**src/rtl/apb_master_bridge.sv**
```systemverilog
// APB3 requester: converts a valid/ready request into one SETUP/ACCESS
// transfer at a time and returns the result on a valid/ready response port.
// An optional PREADY timeout ends a stalled ACCESS phase with an error.
module apb_master_bridge #(
    parameter int AddrW         = 11,
    parameter int DataW         = 32,
    parameter int TimeoutCycles = 16
) (
    input  logic             PCLK,
    input  logic             PRESET,
    // request port
    input  logic             req_valid_i,
    output logic             req_ready_o,
    input  logic             req_write_i,
    input  logic [AddrW-1:0] req_addr_i,
    input  logic [DataW-1:0] req_wdata_i,
    // response port
    output logic             rsp_valid_o,
    input  logic             rsp_ready_i,
    output logic [DataW-1:0] rsp_rdata_o,
    output logic             rsp_error_o,
    output logic             rsp_timeout_o,
    // APB requester side
    output logic [AddrW-1:0] PADDR,
    output logic             PSELx,
    output logic             PENABLE,
    output logic             PWRITE,
    output logic [DataW-1:0] PWDATA,
    input  logic             PREADY,
    input  logic [DataW-1:0] PRDATA,
    input  logic             PSLVERR
);

    localparam int CntW = (TimeoutCycles < 1) ? 1 : $clog2(TimeoutCycles + 1);
    localparam logic [CntW-1:0] CntLast =
        (TimeoutCycles == 0) ? '0 : CntW'(TimeoutCycles - 1);
    localparam bit TimeoutEn = (TimeoutCycles != 0);

    typedef enum logic [1:0] {
        IDLE,
        SETUP,
        ACCESS,
        RESP
    } state_t;

    state_t          state;
    logic [CntW-1:0] cnt;

    // A request is only taken while no transfer or response is in flight
    assign req_ready_o = (state == IDLE);

    // Transfer sequencing with registered APB and response outputs
    always_ff @(posedge PCLK) begin
        if (PRESET) begin
            state         <= IDLE;
            cnt           <= '0;
            PADDR         <= '0;
            PWDATA        <= '0;
            PWRITE        <= 1'b0;
            PSELx         <= 1'b0;
            PENABLE       <= 1'b0;
            rsp_valid_o   <= 1'b0;
            rsp_rdata_o   <= '0;
            rsp_error_o   <= 1'b0;
            rsp_timeout_o <= 1'b0;
        end else begin
            case (state)
                IDLE: begin
                    if (req_valid_i) begin
                        PADDR   <= req_addr_i;
                        PWRITE  <= req_write_i;
                        PWDATA  <= req_wdata_i;
                        PSELx   <= 1'b1;
                        PENABLE <= 1'b0;
                        state   <= SETUP;
                    end else begin
                        PSELx <= 1'b0;
                    end
                end
                SETUP: begin
                    PENABLE <= 1'b1;
                    cnt     <= '0;
                    state   <= ACCESS;
                end
                ACCESS: begin
                    // PREADY is checked first so it wins over a coincident timeout
                    if (PREADY) begin
                        PSELx         <= 1'b0;
                        PENABLE       <= 1'b0;
                        rsp_rdata_o   <= PWRITE ? '0 : PRDATA;
                        rsp_error_o   <= PSLVERR;
                        rsp_timeout_o <= 1'b0;
                        rsp_valid_o   <= 1'b1;
                        state         <= RESP;
                    end else if (TimeoutEn && (cnt == CntLast)) begin
                        PSELx         <= 1'b0;
                        PENABLE       <= 1'b0;
                        rsp_rdata_o   <= '0;
                        rsp_error_o   <= 1'b1;
                        rsp_timeout_o <= 1'b1;
                        rsp_valid_o   <= 1'b1;
                        state         <= RESP;
                    end else begin
                        cnt <= cnt + CntW'(1);
                    end
                end
                RESP: begin
                    if (rsp_ready_i) begin
                        rsp_valid_o <= 1'b0;
                        state       <= IDLE;
                    end
                end
                default: state <= IDLE;
            endcase
        end
    end

endmodule

```
**config.mk**
```make
export PLATFORM = sky130hd
export DESIGN_NAME = apb_master_bridge
export DESIGN_NICKNAME = d
export VERILOG_FILES = /design/src/rtl/apb_master_bridge.sv
export SDC_FILE = /design/constraint.sdc
export NUM_CORES = 1
export LEC_CHECK = 0
export ABC_CLOCK_PERIOD_IN_PS = 2200
export BUFFER_PORTS_ARGS = -buffer_cell sky130_fd_sc_hd__buf_2
export CAP_MARGIN = 10
export CORE_MARGIN = 2
export CORE_UTILIZATION = 45
export DETAILED_ROUTE_END_ITERATION = 6
export PLACE_DENSITY = 0.8
export SYNTH_ARGS = -nofsm -noshare
export SYNTH_HDL_FRONTEND = slang
export SYNTH_SLANG_ARGS = --single-unit
```
**constraint.sdc**
```tcl
create_clock -name PCLK -period 2.2 [get_ports PCLK]
set_clock_uncertainty 0.05 [all_clocks]
set_input_delay 0.11 -clock PCLK [delete_from_list [all_inputs] [get_ports PCLK]]
set_output_delay 0.11 -clock PCLK [all_outputs]
set_load 0.01 [all_outputs]
```
Yosys cells after proc, flatten, opt, wreduce, memory -nomap -nowiden. Cells that the tools add are included.

Add/subtract/negate cells: 1. Eq/ne operators: 9. Mux-type cells: 23. Reduce and logical (&&, ||, !) cells: 13.

Operator list (number): 2-to-1 mux 32 bit (3); AND reduction 3 bit (4); 2-to-1 mux 5 bit (2); one-hot mux 5 bit (2 select lines) (1); 2-to-1 mux 1 bit (9); 2-to-1 mux 2 bit (4); != test 2 bit (second input constant) (4); one-hot mux 2 bit (4 select lines) (1); nonzero test 2 bit (4); AND reduction 2 bit (3); adder 5 x 1 -> 5 bit (second input constant) (1); == test 5 x 4 -> 1 bit (second input constant) (1); == test 2 bit (second input constant) (2); one-hot mux 1 bit (2 select lines) (2); != test 3 bit (second input constant) (1); one-hot mux 1 bit (3 select lines) (1); nonzero test 3 bit (1); == test 2 x 1 -> 1 bit (second input constant) (1); zero test 2 bit (1).

Register bits: 88. Bits of input ports: 82. Word-level logic and storage cells: 57.

Logic depth before layout (Yosys ltp).
Word-level depth: 4. Mapped depth: 7. Mapped depth without buffers: 6.

Least setup slack after synthesis. OpenSTA, ideal clock, no wires.

Path kind: reg-to-reg. Start point: register cnt[0]. End point: register state[1]. Library setup time: 0.072 ns. Data arrival time: 1.588 ns. Data required time: 2.078 ns. Slack: 0.490 ns. Stages on the path, launching flop included: 7. Buffers on the path: 0. Cell sequence: dfxtp_1 > ha_1 > and3_1 > ha_1 > nor3b_2 > a211o_1 > mux2i_1.

Cells in the longest elaborated chain, start to end: 3.

RTL lines: start: declaration (line 47) `logic [CntW-1:0] cnt;`; start signal: assignment (line 104) `cnt <= cnt + CntW'(1);`; == test 5 x 4 -> 1 bit (line 95) `end else if (TimeoutEn && (cnt == CntLast)) begin`; != test 3 bit (no line); AND reduction 3 bit (no line); end signal: assignment (line 94) `state <= RESP;`; end signal: assignment (line 102) `state <= RESP;`; end signal: assignment (line 110) `state <= IDLE;`; end: declaration (line 46) `state_t state;`.

No other way between the ends. A chain may end at the register's enable or synchronous reset.

Final worst setup path. Ends and elaborated chain as after synthesis.

==> reports/qor_table.md <==
| Result | Value | Unit |
|:---|:---|:---|
| Cell total after placement | 615 | - |
| Cell depth of the worst flop-to-flop path | 6 | - |
| Die boundary width | 89.1 | um |
| Max Freq | 494 | MHz |
| Top cells by area in the synthesized netlist | dfxtp_1 54%, nand2_1 11%, a21oi_1 7.8% | - |
| Cell taking the most area after synthesis | dfxtp_1 | - |
| CTS buffer count | 9 | - |
| Post-DP Area | 4110 | um^2 |
| GP Congestion | 0.738 | - |
| Post-Route WL | 10.2 | mm |
| Total number of vias | 3550 | - |
| H-tree depth | 3 | - |
| Pins Over Slew Limit | 0 | - |
| Type of the most critical hold path | in2reg | - |
| Combinational family with the most area after synthesis | simple AND/OR/NAND/NOR gates | - |
| Syn. warnings | 0 | - |
| Path type of the worst setup path | reg2reg | - |
| Number of storage elements in the synthesis netlist | 88 | - |
| Multiplexer share of the synthesized area | 0.00615 | - |
| Final setup violation count | 0 | - |
| Area taken by flip-flops and latches | 1760 | um^2 |
| DRC violation count after routing | 0 | - |
| Area of the core region | 7140 | um^2 |
| Synthesized Nets | 464 | - |
| Highest metal layer used by the detailed router | met4 | - |
| Hold Crit Start | rsp_ready_i | - |
| Fin crit period | 2030 | ps |
| Area of the mapped netlist | 3260 | um^2 |
| Proportion of synthesized flip-flops having asynchronous set or reset | 0 | - |
| Fraction of final layout cells sized beyond drive strength 1 | 0.311 | - |
| Final layout net count | 696 | - |
| Master cell of the clock root buffer | clkbuf_8 | - |
| Adder-cell share of the synthesized area | 0.0307 | - |
| Simple-gate area share of the yosys netlist | 0.200 | - |
| Violation count after the first detailed-routing iteration | 136 | - |
| Largest net degree at the start of global routing | 45 | - |
| Row count | 31 | - |
| Number of antenna violations at the first check in global routing | 0 | - |
| Critical path startpoint category | flip-flop | - |
| Critical-path maximum fanout | 8 | - |
| Hold Path Cell Cnt | 4 | - |
| Critical Path Most Common Cell | ha_1 | - |
| Launching instance or port of the critical path | cnt[0] | - |
| Number of synthesized flops with an enable pin | 0 | - |
| Number of endpoints with negative hold slack in the final report | 0 | - |
| RSZ-0062 raised after global routing | no | - |
| Fraction of synthesized cell area taken by the top area cell type | 0.541 | - |
| Final Core Density | 0.715 | - |
| Antenna cell count | 0 | - |
| Area taken by multi-input logic gates | 1340 | um^2 |
| Wl on met1 | 4.02 | mm |
| Pre-Repair DR Iteration Count | 4 | - |
| Global-route wire length before repair | 15.0 | mm |
| Critical-path cell list | ha_1, and3_1, ha_1, nor3b_2, a211o_1, mux2i_1 | - |
| Die height | 89.1 | um |
| Total non-filler cell area in the finished layout | 5110 | um^2 |
| TritonCTS clock tree | yes | - |
| Clock sink count | 88 | - |
| Syn Inst Count | 374 | - |
| DR vias/cell | 5.00 | - |
| Flip-flop cell with the highest count after synthesis | dfxtp_1 | - |
| Mean area per synthesized cell | 8.70 | um^2 |
| Post-route antenna net violation count | 0 | - |
| Slew at the pin with the worst max-slew slack | 614 | ps |
| Total congestion overflow after global routing | 0 | - |
| Buffer and inverter count on the worst path | 0 | - |
| End of the worst register-to-register path | state[1] | - |
| Fraction of the mapped netlist area in compound gates | 0.170 | - |
| Power, Total | 4.37 | mW |
| Routed met2 length | 5.03 | mm |
| Power density normalized to cell area | 856 | nW/um^2 |
| Final HPWL from detailed placement | 5.57 | mm |
| Peak supply drop | 0.000472 | V |
| I/O Buffers | 163 | - |
| Cell type of the slowest stage on the worst timing path | nor3b_2 | - |
| Type of destination of the critical path | flip-flop | - |
| Clock latency reported for the late side of the worst-skew pair | 350 | ps |
| Number of distinct library cell variants in the gate-level netlist after synthesis | 34 | - |
| Number of filler instances in the final layout | 547 | - |
| Effective utilization at floorplan | 0.456 | - |
| Startpoint of the worst-slack reg-to-reg timing path | cnt[0] | - |
| Fraction of the yosys area taken by sequential cells | 0.541 | - |
| Period utilization | 0.920 | - |
| Ports placed on the boundary | 164 | - |
| Via count of the first global-routing pass | 3222 | - |
| Arrival time at the worst endpoint | 2250 | ps |
| Overall Global Routing Usage | 0.242 | - |
| Routed wirelength normalized by instance count | 14.3 | um |
| Accumulated negative setup slack | 0 | ps |
| Die outline area | 7930 | um^2 |
| FF-to-FF setup slack | 170 | ps |
| Destination of the worst hold path | rsp_valid_o | - |
| Routed length on met3 | 855 | um |
| Req. time, crit path | 2430 | ps |
| Number of post-CTS setup repair buffers | 0 | - |
| Max clock buf depth | 2 | - |
| Normalized max-slew margin | 0.591 | - |
| Fraction of synthesized cell area in xor and xnor cells | 0.00269 | - |
| Clock slew at the register clock pins of the worst setup and hold paths | 90 | ps |
| Crit-path leading delay family | simple AND/OR/NAND/NOR gates | - |
| Leakage power total | 2.37 | nW |
| Cell Count, Final, Fillers Out | 710 | - |
| Outcome | finished, final reports clean | - |
| Count of max-cap constraint violations | 0 | - |
| Relative area change from synthesis to final layout | 56.8 | % |
| Peak per-stage delay on the critical path | 500 | ps |
==> timing repair <==
action | in CTS | in global routing
hold buffers | 79 | 0
endpoints found under the hold margin | 79 | 0
gates resized for setup | 0 | 1
setup endpoints to repair | 0 | 21
==> final cells by class <==
| type | instances | share of cell area |
|---|---|---|
| clock buffers | 9 | 0.0243 |
| inverters | 5 | 0.00368 |
| repair buffers | 248 | 0.326 |
| multi-input cells | 254 | 0.262 |
| clock inverters | 7 | 0.0152 |
| flip-flops and latches | 88 | 0.345 |
| well taps | 99 | 0.0243 |
==> how the worst max path moves through the flow <==
stage	slack, ps	to	cells after the start
floorplan	490	state[1]	6
global placement	240	rsp_rdata_o[0]	5
detailed placement	140	rsp_rdata_o[12]	5
CTS	140	rsp_rdata_o[12]	5
global route	50	state[1]	6
finish	170	state[1]	6
==> through the flow <==
stage                     hold slack (ps)  setup slack, ps
after floorplan                       156              490
after global placement                299              239
after detailed placement              307              140
after CTS                             101              136
after global routing                  160             52.6
final                                 109              175
==> synth_stat cells, types with 2 or more instances <==
cell and n:
nand2_1 92, dfxtp_1 88, a21oi_1 51, nor2_1 34, a22oi_1 32, clkbuf_1 12
buf_2 10, nand2b_1 9, ha_1 8, nand3_1 5, inv_1 4, buf_6 3
and3_1 2, mux2i_1 2, nor2b_1 2, nor3_1 2
==> state kept, by name (all words and copies together), names as in the netlist <==
name	cells
PADDR	11
PENABLE	1
PSELx	1
PWDATA	32
PWRITE	1
cnt	5
rsp_error_o	1
rsp_rdata_o	32
rsp_timeout_o	1
rsp_valid_o	1
state	2
==> routing by layer <==
| metal | GRT usage | vias to the layer above |
|---|---|---|
| met4 | 0.115 | 0 |
| met5 | 0 | - |
| li1 | - | 1724 |
| met3 | 0.0619 | 29 |
| met2 | 0.425 | 172 |
| met1 | 0.275 | 1625 |
==> worst reg2reg max path, cell delays in order (launching register included) <==
cell and delay, ps:
dfxtp_1 340, ha_1 210, and3_1 190, ha_1 250, nor3b_2 500, a211o_1 230
mux2i_1 200
==> kinds of logic (layout without fill, tap and decap cells) <==
logic type | count (synthesis) | count (layout)
AND/OR/NAND/NOR | 153 | 153
XOR/XNOR | 1 | 1
buffers and inverters | 32 | 269
multiplexers | 2 | 2
AO/OA/AOI/OAI | 90 | 90
adder cells (fa/ha/maj) | 8 | 8
flip-flops | 88 | 88
==> report_power, final <==
group | total, mW | internal [mW] | switching (mW)
logic | 1.27 | 0.552 | 0.719
clock network | 1.14 | 0.537 | 0.603
registers | 1.96 | 1.83 | 0.130
==> placed cells by master (no fill, tap or decap), types with 3 or more instances in the layout <==
cell,count
buf_2,163
ha_1,8
inv_6,3
nand3_1,5
nand2_1,92
a21oi_1,51
a22oi_1,32
dfxtp_1,88
buf_4,5
dlygate4sd3_1,79
inv_1,4
nand2b_1,9
nor2_1,34
clkbuf_8,9
Note: power is estimated with default switching activity, not from simulation.
